**src/rtl/pong_engine.sv**
```systemverilog
// Pong game core: debounced paddle, bouncing ball, SERVE/PLAY/MISS FSM, registered RGB.
// Optional PONG_SCORE_EN adds the miss_count port and a white paddle flash on each hit.

module pong_debounce #(
  parameter int W = 16
)(
  input  logic clk,
  input  logic rst_n,
  input  logic btn_n,
  output logic level
);
  logic [1:0]   sync;
  logic [W-1:0] cnt;

  // The level flips only after 2^W consecutive samples that disagree with it.
  always_ff @(posedge clk or negedge rst_n) begin
    if (!rst_n) begin
      sync  <= '0;
      cnt   <= '0;
      level <= 1'b0;
    end else begin
      sync <= {sync[0], ~btn_n};
      if (sync[1] == level) cnt <= '0;
      else if (&cnt) begin
        cnt   <= '0;
        level <= sync[1];
      end else cnt <= cnt + W'(1);
    end
  end
endmodule

module pong_engine #(
  parameter int H_ACTIVE    = 640,
  parameter int V_ACTIVE    = 480,
  parameter int PADDLE_W    = 96,
  parameter int PADDLE_Y    = 320,
  parameter int PADDLE_H    = 8,
  parameter int PADDLE_STEP = 4,
  parameter int BALL_SIZE   = 8,
  parameter int BALL_SPEED  = 2,
  parameter int DEBOUNCE    = 16,
  parameter int MISS_FRAMES = 60
)(
  input  logic       clk,
  input  logic       rst_n,
  input  logic       frame_tick,
  input  logic [9:0] counter_x,
  input  logic [9:0] counter_y,
  input  logic       in_display_area,
  input  logic       button_left,
  input  logic       button_right,
  output logic       vga_r,
  output logic       vga_g,
  output logic       vga_b,
  output logic [9:0] paddle_x,
  output logic [9:0] ball_x,
  output logic [9:0] ball_y,
  output logic [1:0] game_state
`ifdef PONG_SCORE_EN
  ,
  output logic [7:0] miss_count
`endif
);
  typedef enum logic [1:0] {SERVE = 2'd0, PLAY = 2'd1, MISS = 2'd2} state_t;

  localparam int MFW = (MISS_FRAMES > 2) ? $clog2(MISS_FRAMES) : 1;
  localparam logic [9:0] PAD_RST = 10'((H_ACTIVE - PADDLE_W) / 2);
  localparam logic [9:0] SERVE_X = 10'(H_ACTIVE / 2 - BALL_SIZE / 2);
  localparam logic [9:0] SERVE_Y = 10'(V_ACTIVE / 4);
  localparam logic signed [10:0] PAD_MAX = 11'(H_ACTIVE - PADDLE_W);
  localparam logic signed [10:0] X_MAX   = 11'(H_ACTIVE - BALL_SIZE);
  localparam logic signed [10:0] STEP    = 11'(PADDLE_STEP);
  localparam logic signed [10:0] SPD     = 11'(BALL_SPEED);
  localparam logic signed [10:0] BSZ     = 11'(BALL_SIZE);
  localparam logic signed [10:0] PW      = 11'(PADDLE_W);
  localparam logic signed [10:0] PY      = 11'(PADDLE_Y);
  localparam logic signed [10:0] VMAX    = 11'(V_ACTIVE);
  localparam logic [10:0] PIX_BW = 11'(BALL_SIZE);
  localparam logic [10:0] PIX_PW = 11'(PADDLE_W);
  localparam logic [10:0] PIX_PY = 11'(PADDLE_Y);
  localparam logic [10:0] PIX_PH = 11'(PADDLE_H);

  // buttons: [0]=left, [1]=right, active-high after debounce
  logic [1:0] btn_n, btn_db;
  assign btn_n = {button_right, button_left};

  for (genvar g = 0; g < 2; g++) begin : g_db
    pong_debounce #(.W(DEBOUNCE)) u_db (
      .clk(clk), .rst_n(rst_n), .btn_n(btn_n[g]), .level(btn_db[g])
    );
  end

  state_t          state_q, state_d;
  logic            dx, dy, serve_dir;
  logic [MFW-1:0]  miss_frm;
  logic            hit, lost;
  logic [9:0]      pad_nxt, bx_nxt, by_nxt;
  logic            dx_nxt, dy_nxt;
  logic signed [10:0] pad_s, pad_l, pad_r, bx_s, by_s, nx, ny;
`ifdef PONG_SCORE_EN
  logic [2:0] flash;
`endif

  // paddle step with clamp; signed math keeps the left edge from wrapping
  always_comb begin
    pad_s   = $signed({1'b0, paddle_x});
    pad_l   = pad_s - STEP;
    pad_r   = pad_s + STEP;
    pad_nxt = paddle_x;
    case (btn_db)
      2'b01:   pad_nxt = (pad_l < 11'sd0)  ? 10'd0        : pad_l[9:0];
      2'b10:   pad_nxt = (pad_r > PAD_MAX) ? PAD_MAX[9:0] : pad_r[9:0];
      default: pad_nxt = paddle_x;
    endcase
  end

  // ball step; paddle overlap uses the pre-tick paddle position
  always_comb begin
    bx_s   = $signed({1'b0, ball_x});
    by_s   = $signed({1'b0, ball_y});
    nx     = dx ? bx_s + SPD : bx_s - SPD;
    ny     = dy ? by_s + SPD : by_s - SPD;
    dx_nxt = dx;
    dy_nxt = dy;
    hit    = 1'b0;
    lost   = 1'b0;
    if (nx <= 11'sd0) begin
      bx_nxt = 10'd0;
      dx_nxt = 1'b1;
    end else if (nx >= X_MAX) begin
      bx_nxt = X_MAX[9:0];
      dx_nxt = 1'b0;
    end else bx_nxt = nx[9:0];
    by_nxt = ny[9:0];
    if (!dy) begin
      if (ny <= 11'sd0) begin
        by_nxt = 10'd0;
        dy_nxt = 1'b1;
      end
    end else begin
      hit = (by_s + BSZ < PY) && (ny + BSZ >= PY) &&
            (bx_s < pad_s + PW) && (bx_s + BSZ > pad_s);
      if (hit) begin
        by_nxt = 10'(PY - BSZ);
        dy_nxt = 1'b0;
      end else if (ny >= VMAX) lost = 1'b1;
    end
  end

  always_ff @(posedge clk or negedge rst_n) begin
    if (!rst_n) state_q <= SERVE;
    else        state_q <= state_d;
  end

  always_comb begin
    state_d = state_q;
    if (frame_tick) begin
      case (state_q)
        SERVE:   if (|btn_db) state_d = PLAY;
        PLAY:    if (lost) state_d = MISS;
        MISS:    if (miss_frm == MFW'(MISS_FRAMES - 1)) state_d = SERVE;
        default: state_d = SERVE;
      endcase
    end
  end

  always_comb game_state = state_q;

  always_ff @(posedge clk or negedge rst_n) begin
    if (!rst_n) begin
      paddle_x  <= PAD_RST;
      ball_x    <= SERVE_X;
      ball_y    <= SERVE_Y;
      dx        <= 1'b1;
      dy        <= 1'b1;
      serve_dir <= 1'b1;
      miss_frm  <= '0;
`ifdef PONG_SCORE_EN
      miss_count <= '0;
      flash      <= '0;
`endif
    end else if (frame_tick) begin
      paddle_x <= pad_nxt;
`ifdef PONG_SCORE_EN
      if (flash != 3'd0) flash <= flash - 3'd1;
`endif
      case (state_q)
        SERVE: if (state_d == PLAY) serve_dir <= ~serve_dir;
        PLAY: begin
          ball_x <= bx_nxt;
          ball_y <= by_nxt;
          dx     <= dx_nxt;
          dy     <= dy_nxt;
`ifdef PONG_SCORE_EN
          if (hit) flash <= 3'd4;
          if (lost && miss_count != 8'hFF) miss_count <= miss_count + 8'd1;
`endif
        end
        MISS: begin
          if (state_d == SERVE) begin
            miss_frm <= '0;
            ball_x   <= SERVE_X;
            ball_y   <= SERVE_Y;
            dx       <= serve_dir;
            dy       <= 1'b1;
          end else miss_frm <= miss_frm + MFW'(1);
        end
        default: ;
      endcase
    end
  end

  // pixel colour, one clock behind the counters
  logic [10:0] cx, cy, bxp, byp, pxp;
  logic        in_ball, in_pad, pad_white;
  logic [2:0]  rgb_d;

  always_comb begin
    cx      = {1'b0, counter_x};
    cy      = {1'b0, counter_y};
    bxp     = {1'b0, ball_x};
    byp     = {1'b0, ball_y};
    pxp     = {1'b0, paddle_x};
    in_ball = (cx >= bxp) && (cx < bxp + PIX_BW) && (cy >= byp) && (cy < byp + PIX_BW);
    in_pad  = (cx >= pxp) && (cx < pxp + PIX_PW) && (cy >= PIX_PY) && (cy < PIX_PY + PIX_PH);
`ifdef PONG_SCORE_EN
    pad_white = (flash != 3'd0);
`else
    pad_white = 1'b0;
`endif
    if (!in_display_area)   rgb_d = 3'b000;
    else if (in_ball)       rgb_d = 3'b111;
    else if (in_pad)        rgb_d = pad_white ? 3'b111 : 3'b010;
    else if (state_q == MISS) rgb_d = 3'b100;
    else                    rgb_d = 3'b000;
  end

  always_ff @(posedge clk or negedge rst_n) begin
    if (!rst_n) {vga_r, vga_g, vga_b} <= 3'b000;
    else        {vga_r, vga_g, vga_b} <= rgb_d;
  end
endmodule

```
**config.mk**
```make
export PLATFORM = sky130hd
export DESIGN_NAME = pong_engine
export DESIGN_NICKNAME = d
export VERILOG_FILES = /design/src/rtl/pong_engine.sv
export SDC_FILE = /design/constraint.sdc
export NUM_CORES = 1
export LEC_CHECK = 0
export CAP_MARGIN = 20
export CELL_PAD_IN_SITES_DETAIL_PLACEMENT = 1
export CELL_PAD_IN_SITES_GLOBAL_PLACEMENT = 1
export CORE_ASPECT_RATIO = 1.25
export CORE_MARGIN = 10
export CORE_UTILIZATION = 43
export DETAILED_ROUTE_END_ITERATION = 6
export MAX_ROUTING_LAYER = met4
export PLACE_DENSITY = 0.83
export SETUP_SLACK_MARGIN = 0.15
export SLEW_MARGIN = 40
export SYNTH_ARGS = -nofsm -noshare
export SYNTH_HDL_FRONTEND = slang
export SYNTH_SLANG_ARGS = --single-unit
```
**constraint.sdc**
```tcl
create_clock -name clk -period 8.2 [get_ports clk]
set_input_delay 2.46 -clock clk [delete_from_list [all_inputs] [get_ports clk]]
set_output_delay 2.46 -clock clk [all_outputs]
set_load 0.02 [all_outputs]
```
==> impl_metrics.env <==
export IMPL_hold_viol_final=0
export IMPL_cts_tree="done"
export IMPL_root_buffer="clkbuf_16"
export IMPL_layout_drive_gt1_share=0.0674
export IMPL_hpwlAfterDp_um=14900
export IMPL_fin_crit_sh=0.535
export IMPL_setup_viol=0
export IMPL_cts_hold_buffers_added=0
export IMPL_io_pins=61
export IMPL_portBuffers=54
export IMPL_grt_overflow_total=0
export IMPL_netlist_instances=750
export IMPL_critPathKind="input port to register"
export IMPL_reg2reg_slack_ns=4.16
export IMPL_worstPathRequired_ns=8.42
export IMPL_fin_crit_ns=4.39
export IMPL_vias=5997
export IMPL_worst_slew_pin_slew_ns=0.758
export IMPL_numCtsBuffers=9
export IMPL_final_antenna_net_count=0
export IMPL_drt_pre_antenna_iters=4
export IMPL_die_area_um2=20800
export IMPL_wire_per_inst_um=20.0
export IMPL_synth_cell_types=75
export IMPL_async_flop_share=1.00
export IMPL_critPathMaxFanout=3
export IMPL_place_ws_ns=3.49
export IMPL_p_leak_uw=0.00329
export IMPL_status="finished clean"
export IMPL_cts_resized=0
export IMPL_initial_core_util=0.441
export IMPL_clkTransAtPathRegs_ns=0.07
export IMPL_slew_headroom=0.493
export IMPL_regArea_um2=1970
export IMPL_arrival_ns=4.61
export IMPL_syn_to_final_growth_pct=15.6
export IMPL_crit_end="vga_r"
export IMPL_start_kind="input port"
export IMPL_finalPower_uw=2780
export IMPL_grt_pass1_vias=6416
export IMPL_final_core_utilization=0.509
export IMPL_grt_pass1_wl_um=32800
export IMPL_fmax_mhz=228
export IMPL_synthFlopType="dfrtp_1"
export IMPL_ir_drop_mv=0.272
export IMPL_clock_latency_ns=0.35
export IMPL_end_kind="register"
export IMPL_rr_worst_depth=13
export IMPL_multi_input_comb_area_um2=4350
export IMPL_post_cts_buffers=0
export IMPL_avgSynthCellArea_um2=8.82
export IMPL_nFillCells=1749
export IMPL_synth_edff_count=0
export IMPL_grt_max_degree=79
export IMPL_max_cap_violations=0
export IMPL_fin_nets=912
export IMPL_cts_sinks=78
export IMPL_gp_congestion=0.920
export IMPL_rsz0062_at_grt="false"
export IMPL_setup_tns_ns=0
export IMPL_antennaDiodeCount=0
export IMPL_rr_startpoint="dy"
export IMPL_rows=50
export IMPL_layout_setup_ws_ns=3.81
export IMPL_drc_errors=0
export IMPL_drtIter0Drc=273
export IMPL_p_per_area_nw_per_um2=364
export IMPL_yosys_warnings=0
export IMPL_grt_usage=0.200
export IMPL_ys_seq_area_frac=0.298
export IMPL_routed_wl_um=19700
export IMPL_hold_class="register to register"
export IMPL_ys_ff_latch=78
export IMPL_die_h_um=159
export IMPL_cts_max_level=3
export IMPL_core_area_um2=15000
export IMPL_reg2reg_to="ball_y[9]"
export IMPL_skew_ns=0.00893
export IMPL_die_x_um=131
export IMPL_antenna_found_initial=0
export IMPL_syn_area_um2=6620
export IMPL_startpoint="counter_y[7]"
export IMPL_avgViaCountPerCell=6.10
export IMPL_clock_path_buffers=2
export IMPL_maxSlewViolCount=0
-- critical path, cell delays in order --
cell and delay [ns]:
clkdlybuf4s50_1 0.46, or4b_2 0.70, nor4b_1 0.36, o21ai_0 0.19
a211oi_1 0.33, o21bai_1 0.12
-- layer usage --
layer / vias to the layer above / GRT usage / share of wire
met5: - / - / 0
met2: 93 / 0.366 / 0.54
li1: 2821 / - / -
met3: 42 / 0.0260 / 0.026
met1: 3041 / 0.216 / 0.41
met4: 0 / 0.0721 / 0.024
-- how the worst min path moves through the flow --
stage | startpoint | endpoint | slack, ns | depth (start not counted)
floorplan | g_db[0].u_db.sync[0] | g_db[0].u_db.sync[1] | 0.33 | 0
global placement | g_db[1].u_db.sync[0] | g_db[1].u_db.sync[1] | 0.33 | 0
detailed placement | g_db[0].u_db.sync[0] | g_db[0].u_db.sync[1] | 0.34 | 0
CTS | g_db[1].u_db.sync[0] | g_db[1].u_db.sync[1] | 0.36 | 0
global route | g_db[1].u_db.sync[0] | g_db[1].u_db.sync[1] | 0.36 | 0
finish | g_db[1].u_db.sync[0] | g_db[1].u_db.sync[1] | 0.35 | 0
-- report_power, final --
group | leakage (uW) | switching, uW | internal [uW] | total (uW)
clock | 0.000163 | 186 | 272 | 458
combinational | 0.00213 | 998 | 729 | 1730
sequential | 0.000996 | 125 | 471 | 596
-- synthesized netlist by cell type, types with 6 or more instances --
cell,instances,area share
a211oi_1,7,0.0079
a21o_1,9,0.010
a21oi_1,39,0.030
and2_1,8,0.0076
and3_1,12,0.011
clkbuf_1,15,0.0085
dfrtp_1,64,0.24
dfstp_2,14,0.056
ha_1,88,0.17
inv_1,54,0.031
nand2_1,50,0.028
nand2b_1,10,0.0095
nand3_1,29,0.022
nand4_1,13,0.012
nor2_1,62,0.035
nor2b_1,6,0.0057
nor3_1,20,0.015
o211ai_1,9,0.010
o21a_1,19,0.022
o21ai_0,43,0.033
o22ai_1,6,0.0057
o31ai_1,7,0.0079
xnor2_1,40,0.053
xor2_1,19,0.025
-- final cells by class --
cell class | instances | share of cell area
inverter | 54 | 0.0265
timing repair buffer | 55 | 0.0745
clock inverter | 7 | 0.0134
sequential | 78 | 0.258
multi-input combinational | 598 | 0.569
tap | 182 | 0.0298
clock buffer | 9 | 0.0295
-- kinds of logic (layout without fill, tap and decap cells) --
family	count (synthesis)	in the layout	share of synthesized area
simple gates	241	241	0.184
compound gates	198	198	0.209
fa+ha+maj	90	90	0.172
flops	78	78	0.298
buf+inv	77	125	0.0484
xor+xnor	59	59	0.0781
mux	6	6	0.00983
other cells	1	4	0.000567
-- stage by stage --
stage                     std cells  hold WS [ns]  area, um2
after floorplan                 753         0.331       6630
after global placement          966         0.333       7280
after detailed placement        966         0.343       7280
after CTS                       982         0.357       7610
after global routing            983         0.363       7650
final                           983         0.352       7650
-- registers in the layout, indices dropped and copies added (netlist names) --
register / cells
g_db.u_db.cnt: 32
ball_x: 9
ball_y: 9
paddle_x: 8
miss_frm: 6
g_db.u_db.sync: 4
g_db.u_db.level: 2
game_state: 2
dx: 1
dy: 1
serve_dir: 1
vga_b: 1
vga_g: 1
vga_r: 1
-- cell usage in the layout (no fill, tap or decap), types with 29 or more instances in the layout --
cell / netlist / routed
ha_1: 88 / 88
dfrtp_1: 64 / 64
nor2_1: 62 / 62
inv_1: 54 / 54
clkdlybuf4s50_1: 0 / 53
nand2_1: 50 / 50
o21ai_0: 43 / 43
xnor2_1: 40 / 40
a21oi_1: 39 / 38
nand3_1: 29 / 29
No activity file was read; power rests on OpenSTA's default activity.
